[src/rtl/gpio_reg_responder.sv]
// GPIO register responder: decodes register packets into a GPIO register file,
// drives pads, synchronises inputs, latches interrupts and returns read data.
module gpio_reg_responder #(
    parameter int N  = 32,
    parameter int AW = 32,
    parameter int PW = 2*AW+40
) (
    input  logic          clk,
    input  logic          rst,
    input  logic          reg_access,
    input  logic [PW-1:0] reg_packet,
    output logic          reg_wait,
    output logic [N-1:0]  reg_rdata,
    output logic          reg_rvalid,
    input  logic          rsp_wait,
    input  logic [N-1:0]  gpio_in,
    output logic [N-1:0]  gpio_out,
    output logic [N-1:0]  gpio_en,
    output logic [N-1:0]  gpio_ilat,
    output logic          gpio_irq
);

    localparam logic [3:0] SEL_DIR     = 4'd0;
    localparam logic [3:0] SEL_IN      = 4'd1;
    localparam logic [3:0] SEL_OUT     = 4'd2;
    localparam logic [3:0] SEL_OUTCLR  = 4'd3;
    localparam logic [3:0] SEL_OUTSET  = 4'd4;
    localparam logic [3:0] SEL_OUTXOR  = 4'd5;
    localparam logic [3:0] SEL_IMASK   = 4'd6;
    localparam logic [3:0] SEL_ITYPE   = 4'd7;
    localparam logic [3:0] SEL_IPOL    = 4'd8;
    localparam logic [3:0] SEL_ILAT    = 4'd9;
    localparam logic [3:0] SEL_ILATCLR = 4'd10;

    typedef enum logic [1:0] {
        ST_IDLE  = 2'd0,
        ST_RESP  = 2'd1,
        ST_STALL = 2'd2
    } state_t;

    state_t         state_q, state_d;
    logic           rvalid_q, rvalid_d;
    logic           wait_q, wait_d;
    logic [N-1:0]   rdata_q, rdata_d;

    logic           req_valid_q, req_valid_d;
    logic           req_write_q, req_write_d;
    logic           req_legal_q, req_legal_d;
    logic [3:0]     req_sel_q, req_sel_d;
    logic [N-1:0]   req_data_q, req_data_d;

    logic [N-1:0]   dir_q, dir_d;
    logic [N-1:0]   out_q, out_d;
    logic [N-1:0]   imask_q, imask_d;
    logic [N-1:0]   itype_q, itype_d;
    logic [N-1:0]   ipol_q, ipol_d;
    logic [N-1:0]   ilat_q, ilat_d;
    logic [N-1:0]   s1_q, s2_q, p_q;
    logic [N-1:0]   evt;
    logic [N-1:0]   rd_val;

    logic           hold;
    logic           accept;
    logic           fire;
    logic           wr_fire;
    logic           rd_fire;
    logic           unused_pkt;

    // Only the select, mode, write flag and low data bits matter.
    assign unused_pkt = ^reg_packet;

    // While a response is stalled (or about to stall) the request stage freezes
    // and nothing new is taken, so a pending read can never overwrite held data.
    assign hold    = ((state_q == ST_RESP) && rsp_wait) || (state_q == ST_STALL);
    assign accept  = reg_access && !hold;
    assign fire    = req_valid_q && !hold;
    assign wr_fire = fire && req_write_q && req_legal_q;
    assign rd_fire = fire && !req_write_q;

    always_comb begin
        req_valid_d = req_valid_q;
        req_write_d = req_write_q;
        req_legal_d = req_legal_q;
        req_sel_d   = req_sel_q;
        req_data_d  = req_data_q;
        if (accept) begin
            req_valid_d = 1'b1;
            req_write_d = reg_packet[0];
            req_legal_d = (reg_packet[2:1] == 2'b10);
            req_sel_d   = reg_packet[14:11];
            req_data_d  = reg_packet[AW+8 +: N];
        end else if (fire) begin
            req_valid_d = 1'b0;
        end
    end

    generate
        for (genvar gi = 0; gi < N; gi++) begin : g_evt
            assign evt[gi] = itype_q[gi]
                ? (ipol_q[gi] ? (s2_q[gi] & ~p_q[gi]) : (~s2_q[gi] & p_q[gi]))
                : (ipol_q[gi] ? s2_q[gi] : ~s2_q[gi]);
        end
    endgenerate

    always_comb begin
        dir_d   = dir_q;
        out_d   = out_q;
        imask_d = imask_q;
        itype_d = itype_q;
        ipol_d  = ipol_q;
        ilat_d  = ilat_q;
        if (wr_fire) begin
            case (req_sel_q)
                SEL_DIR:     dir_d   = req_data_q;
                SEL_OUT:     out_d   = req_data_q;
                SEL_OUTCLR:  out_d   = out_q & ~req_data_q;
                SEL_OUTSET:  out_d   = out_q | req_data_q;
                SEL_OUTXOR:  out_d   = out_q ^ req_data_q;
                SEL_IMASK:   imask_d = req_data_q;
                SEL_ITYPE:   itype_d = req_data_q;
                SEL_IPOL:    ipol_d  = req_data_q;
                SEL_ILATCLR: ilat_d  = ilat_q & ~req_data_q;
                default:     ;
            endcase
        end
        // New unmasked events win over a same-cycle clear.
        ilat_d = ilat_d | (evt & ~imask_q);
    end

    always_comb begin
        rd_val = '0;
        if (req_legal_q) begin
            case (req_sel_q)
                SEL_DIR:   rd_val = dir_q;
                SEL_IN:    rd_val = s2_q;
                SEL_OUT:   rd_val = out_q;
                SEL_IMASK: rd_val = imask_q;
                SEL_ITYPE: rd_val = itype_q;
                SEL_IPOL:  rd_val = ipol_q;
                SEL_ILAT:  rd_val = ilat_q;
                default:   rd_val = '0;
            endcase
        end
    end

    always_comb begin
        state_d = state_q;
        rdata_d = rdata_q;
        case (state_q)
            ST_IDLE: begin
                if (rd_fire) begin
                    state_d = ST_RESP;
                    rdata_d = rd_val;
                end
            end
            ST_RESP: begin
                if (rsp_wait) begin
                    state_d = ST_STALL;
                end else if (rd_fire) begin
                    rdata_d = rd_val;
                end else begin
                    state_d = ST_IDLE;
                end
            end
            ST_STALL: begin
                if (!rsp_wait) begin
                    state_d = ST_IDLE;
                end
            end
            default: state_d = ST_IDLE;
        endcase
        rvalid_d = (state_d != ST_IDLE);
        wait_d   = (state_d == ST_STALL);
    end

    always_ff @(posedge clk) begin
        if (!rst) begin
            state_q     <= ST_IDLE;
            rvalid_q    <= 1'b0;
            wait_q      <= 1'b0;
            rdata_q     <= '0;
            req_valid_q <= 1'b0;
            req_write_q <= 1'b0;
            req_legal_q <= 1'b0;
            req_sel_q   <= '0;
            req_data_q  <= '0;
            dir_q       <= '0;
            out_q       <= '0;
            imask_q     <= '1;
            itype_q     <= '0;
            ipol_q      <= '0;
            ilat_q      <= '0;
            s1_q        <= '0;
            s2_q        <= '0;
            p_q         <= '0;
        end else begin
            state_q     <= state_d;
            rvalid_q    <= rvalid_d;
            wait_q      <= wait_d;
            rdata_q     <= rdata_d;
            req_valid_q <= req_valid_d;
            req_write_q <= req_write_d;
            req_legal_q <= req_legal_d;
            req_sel_q   <= req_sel_d;
            req_data_q  <= req_data_d;
            dir_q       <= dir_d;
            out_q       <= out_d;
            imask_q     <= imask_d;
            itype_q     <= itype_d;
            ipol_q      <= ipol_d;
            ilat_q      <= ilat_d;
            s1_q        <= gpio_in;
            s2_q        <= s1_q;
            p_q         <= s2_q;
        end
    end

    assign reg_wait   = wait_q;
    assign reg_rvalid = rvalid_q;
    assign reg_rdata  = rdata_q;
    assign gpio_out   = out_q;
    assign gpio_en    = dir_q;
    assign gpio_ilat  = ilat_q;
    assign gpio_irq   = |(ilat_q & ~imask_q);

endmodule
[config.mk]
export PLATFORM = sky130hd
export DESIGN_NAME = gpio_reg_responder
export DESIGN_NICKNAME = d
export VERILOG_FILES = /design/src/rtl/gpio_reg_responder.sv
export SDC_FILE = /design/constraint.sdc
export NUM_CORES = 1
export LEC_CHECK = 0
export ABC_AREA = 1
export CAP_MARGIN = 0
export CORE_UTILIZATION = 60
export CTS_BUF_LIST = sky130_fd_sc_hd__clkbuf_4
export CTS_CLUSTER_DIAMETER = 40
export DETAILED_ROUTE_END_ITERATION = 16
export PLACE_DENSITY_LB_ADDON = 0.12
export SLEW_MARGIN = 20
export SYNTH_ARGS = -nofsm -noshare
export SYNTH_HDL_FRONTEND = slang
export SYNTH_SLANG_ARGS = --single-unit
[constraint.sdc]
create_clock -name clk -period 3.58 [get_ports clk]
set_input_delay 0.895 -clock clk [delete_from_list [all_inputs] [get_ports clk]]
set_output_delay 0.895 -clock clk [all_outputs]
set_load 0.02 [all_outputs]
==> run summary <==
STATUS
----------------------------------------------------------------------------------------
Status ....................................................................    completed

ROUTE
----------------------------------------------------------------------------------------
Residual antenna-violating net count after detailed routing ...............            0
Aggregate routed wire length ..............................................     52310 µm
Ratio of routed vias to standard cells ....................................        5.577
Average wire per standard cell ............................................     16.83 µm
Post-route DRC ............................................................            0
Initial DRC count .........................................................         1982
Vias after detailed routing ...............................................        17340
Number of search-and-repair iterations in the first detailed-routing pass .            8

FLOORPLAN
----------------------------------------------------------------------------------------
Number of placed I/O pins .................................................          271
Floorplan die height ......................................................     170.5 µm
Width of the die ..........................................................     170.5 µm
Die Outline Area ..........................................................  0.02908 mm²
Number of placement rows ..................................................           61
Core Footprint ............................................................  0.02786 mm²
Initial cell density of the core ..........................................       61.16%

YOSYS
----------------------------------------------------------------------------------------
Count of synthesis-stage warnings from yosys ..............................            0
Portion of netlist area occupied by mux cells .............................           0%
Post-synthesis net count ..................................................         2689
Number of unique standard cell types used by synthesis ....................           32
Netlist area before placement .............................................  0.01704 mm²
Simple logic cell fraction of the synthesized area ........................       27.57%
Mapped Cells ..............................................................         2485
Fraction of synthesized cell area in xor and xnor cells ...................           0%
Synth Area in Adders ......................................................       4.700%
Largest family of logic cells by synthesized area ......................... simple AND/OR/NAND/NOR gates
Flip-flop and latch count after synthesis .................................          363
Compound-gate portion of the synthesized area .............................       13.99%
Share of synthesized area occupied by flip-flops and latches ..............       42.65%
Synthesized area divided by synthesized cell count ........................    6.857 µm²

FINISH
----------------------------------------------------------------------------------------
Post-layout instance area .................................................  0.02047 mm²
Area growth from synthesis to final layout ................................       20.11%
Commonest cells after routing, fill and taps aside ........................ 586 x nand2_1, 363 x dfxtp_1, 340 x inv_1
Most common library cell in the layout ignoring fill and taps .............      nand2_1
Final Core Density ........................................................       73.47%
Post-layout net count .....................................................         2881
Non-filler cells, final ...................................................         3109
Fraction of final layout cells with drive strength greater than 1 .........       7.985%

CRITICAL PATH
----------------------------------------------------------------------------------------
CP most frequent cell .....................................................      nand2_1
Beginning of the critical path ............................................ imask_q[11]$_SDFFE_PN1P_
Reg2reg start ............................................................. req_sel_q[2]$_SDFFE_PN0P_
Chain of cells forming the critical path .................................. inv_1, nand2_1, nand2_1, a211oi_1, nand2_1, nor2_1, nand3_1, dlymetal6s2s_1
Slowest Stage Delay on Critical Path ......................................      0.31 ns
Largest delay share family, worst path .................................... simple AND/OR/NAND/NOR gates
CP max FO .................................................................            4
Buffers plus inverters on the worst setup path ............................            2
Slack of the worst reg-to-reg path ........................................      0.87 ns
Worst Reg2Reg Path Length in Cells ........................................           10
Critical Path Stages ......................................................            8
Arrival time worst endpoint ...............................................      2.30 ns
Capturing element type of the critical path ...............................   output pin
Library cell contributing the largest single delay on the critical path ...      dfxtp_1
Type of origin of the critical path .......................................    flip-flop
Critical setup path kind .................................................. flip-flop to output pin
Data required time at the worst endpoint ..................................      2.68 ns

CLOCK TREE
----------------------------------------------------------------------------------------
Clock latency on the worst-skew pair ......................................      0.73 ns
Number of sinks handled by clock tree synthesis ...........................          363
Reg clk slew, reported paths ..............................................      0.06 ns
# H-tree levels ...........................................................            3
Post-CTS setup buffers ....................................................            0
CTS tree ..................................................................          yes
Clock Root Buffer .........................................................     clkbuf_4
TritonCTS Buffers .........................................................           92
Clock Path Buffers ........................................................            3

WORST HOLD PATH
----------------------------------------------------------------------------------------
Start point of the worst min-delay path ................................... s2_q[31]$_SDFF_PN0_
Depth of the worst hold-timing path .......................................            2
Hold WC Path Type ......................................................... flip-flop to flip-flop

TIMING
----------------------------------------------------------------------------------------
Layout Skew ...............................................................   0.05073 ns
Clock period minus final worst setup slack ................................     3.200 ns
Number of pins with negative max-slew slack in the final report ...........            0
Hold Slack ................................................................    0.4025 ns
Share of the cycle needed by the critical path after routing ..............       89.37%
Worst-margin pin slew .....................................................    0.8763 ns
Setup Viol. Count Final ...................................................            0
Final hold violation count ................................................            0
Worst slew slack as a fraction of its limit ...............................       41.44%
Highest Clock Rate ........................................................   0.3125 GHz
Total negative slack for setup checks .....................................         0 ns
RSZ-0062 raised after global routing ......................................           no

GLOBAL ROUTING
----------------------------------------------------------------------------------------
Initial antenna violation count ...........................................            1
Met1 Use GR ...............................................................       47.65%
Vias in the first global route ............................................        16110
Maximum number of pins on one net before global-route repair ..............           94
First-pass GRT wire length ................................................     81560 µm
Global routing usage summed across all routing layers .....................       35.76%
Gr busiest metal ..........................................................         met2
Overflow after GRT ........................................................            0
Global routing met2 resource utilization ..................................       55.92%
Met3 usage in global routing ..............................................       6.130%

PWR
----------------------------------------------------------------------------------------
Reported leakage power ....................................................     9.563 nW
Largest vdd supply drop ...................................................    0.2402 mV
Power per cell area ....................................................... 411.9 mW/mm²

PLACEMENT
----------------------------------------------------------------------------------------
Placed Cells ..............................................................         2961
Placed instance area ......................................................  0.01935 mm²
Gpl congestion ............................................................       0.8878
Placed wire-length estimate after detailed placement ......................     33430 µm
Port Buffers ..............................................................          205

JOB
----------------------------------------------------------------------------------------
Maximum capacitance violations ............................................            0

[path summary, 6_finish.rpt]
kind | to
setup / recovery | gpio_irq
setup reg to reg | gpio_out[5]$_SDFFE_PN0P_
hold / removal | p_q[31]$_SDFF_PN0_
hold reg to reg | p_q[31]$_SDFF_PN0_
[registers in the layout, indices dropped and copies added, names as in the netlist, 2 cells and up]
signal / flops
ipol_q: 32
state_q: 2
s2_q: 32
imask_q: 32
p_q: 32
req_data_q: 32
req_sel_q: 4
gpio_out: 32
gpio_en: 32
gpio_ilat: 32
reg_rdata: 32
s1_q: 32
itype_q: 32
[what timing repair did]
action / 4_1_cts / 5_1_grt
endpoints found under the setup margin: 0 / 1
gates resized for setup: 0 / 1
hold buffers: 0 / 0
[worst register-to-register path, stage by stage, from the launching register on]
cell	delay, ns
dfxtp_1	0.51
inv_2	0.12
nor2_4	0.45
nand2_1	0.18
nand2_4	0.34
inv_2	0.20
nand2_1	0.11
nand2_2	0.05
buf_4	0.24
inv_1	0.28
a21oi_1	0.12
[stage by stage]
| step | total power [W] | setup WS, ns |
|---|---|---|
| CTS | 0.008432 | 0.05879 |
| detailed placement | 0.004998 | 0.6646 |
| finish | 0.008430 | 0.3804 |
| global route | 0.008738 | 0.3210 |
| floorplan | 0.004689 | 1.497 |
| global placement | 0.004976 | 0.7678 |
[logic make-up after synthesis]
kind of cell | after synthesis
buffers and inverters | 489
AO/OA/AOI/OAI | 459
AND/OR/NAND/NOR | 1110
adder cells (fa/ha/maj) | 64
flip-flops | 363
[layout make-up]
type / instances / area (µm²)
Multi-Input combinational cell: 1633 / 7931
Fill cell: 2306 / 7392
Sequential cell: 363 / 7267
Timing Repair Buffer: 242 / 2384
Inverter: 345 / 1296
Clock buffer: 141 / 1059
Tap cell: 378 / 473.0
Clock inverter: 6 / 53.80
Antenna cell: 1 / 2.502
[synth_stat cells]
master	n	area, µm²
buf_4	1	7.510
o21ai_1	4	20.02
buf_2	35	175.2
o21ai_0	171	855.8
nand2_4	1	11.26
nand2_2	2	12.51
nand3_2	3	30.03
buf_6	1	11.26
o211ai_1	1	7.510
o21a_1	1	7.510
nor3_2	10	100.1
nand4_1	2	12.51
ha_1	64	800.8
o31ai_1	30	225.2
buf_1	5	18.77
nor3_4	1	16.27
clkbuf_1	102	382.9
inv_2	4	15.01
nor2_4	3	33.78
nor2_1	190	713.2
a211oi_1	2	15.01
a21oi_1	249	1246
inv_1	341	1280
dfxtp_1	363	7267
nand3b_1	1	7.510
and2_1	1	6.260
nand3_1	291	1456
nor4_1	2	12.51
nor2_2	1	6.260
nor3_1	15	75.07
nand2_1	587	2203
o22ai_1	1	6.260
[metal layers]
metal | up-vias | wire (µm)
met5 | - | 0
met4 | 0 | 1727
met3 | 126 | 5903
met2 | 974 | 23300
met1 | 7896 | 21380
li1 | 8343 | -
[report_power, final]
group / internal [W] / total, W / switching, W
Combinational: 0.000222 / 0.000700 / 0.000478
Sequential: 0.00412 / 0.00423 / 0.000114
Clock: 0.00183 / 0.00350 / 0.00166
Power figures use the tool's default switching activity.
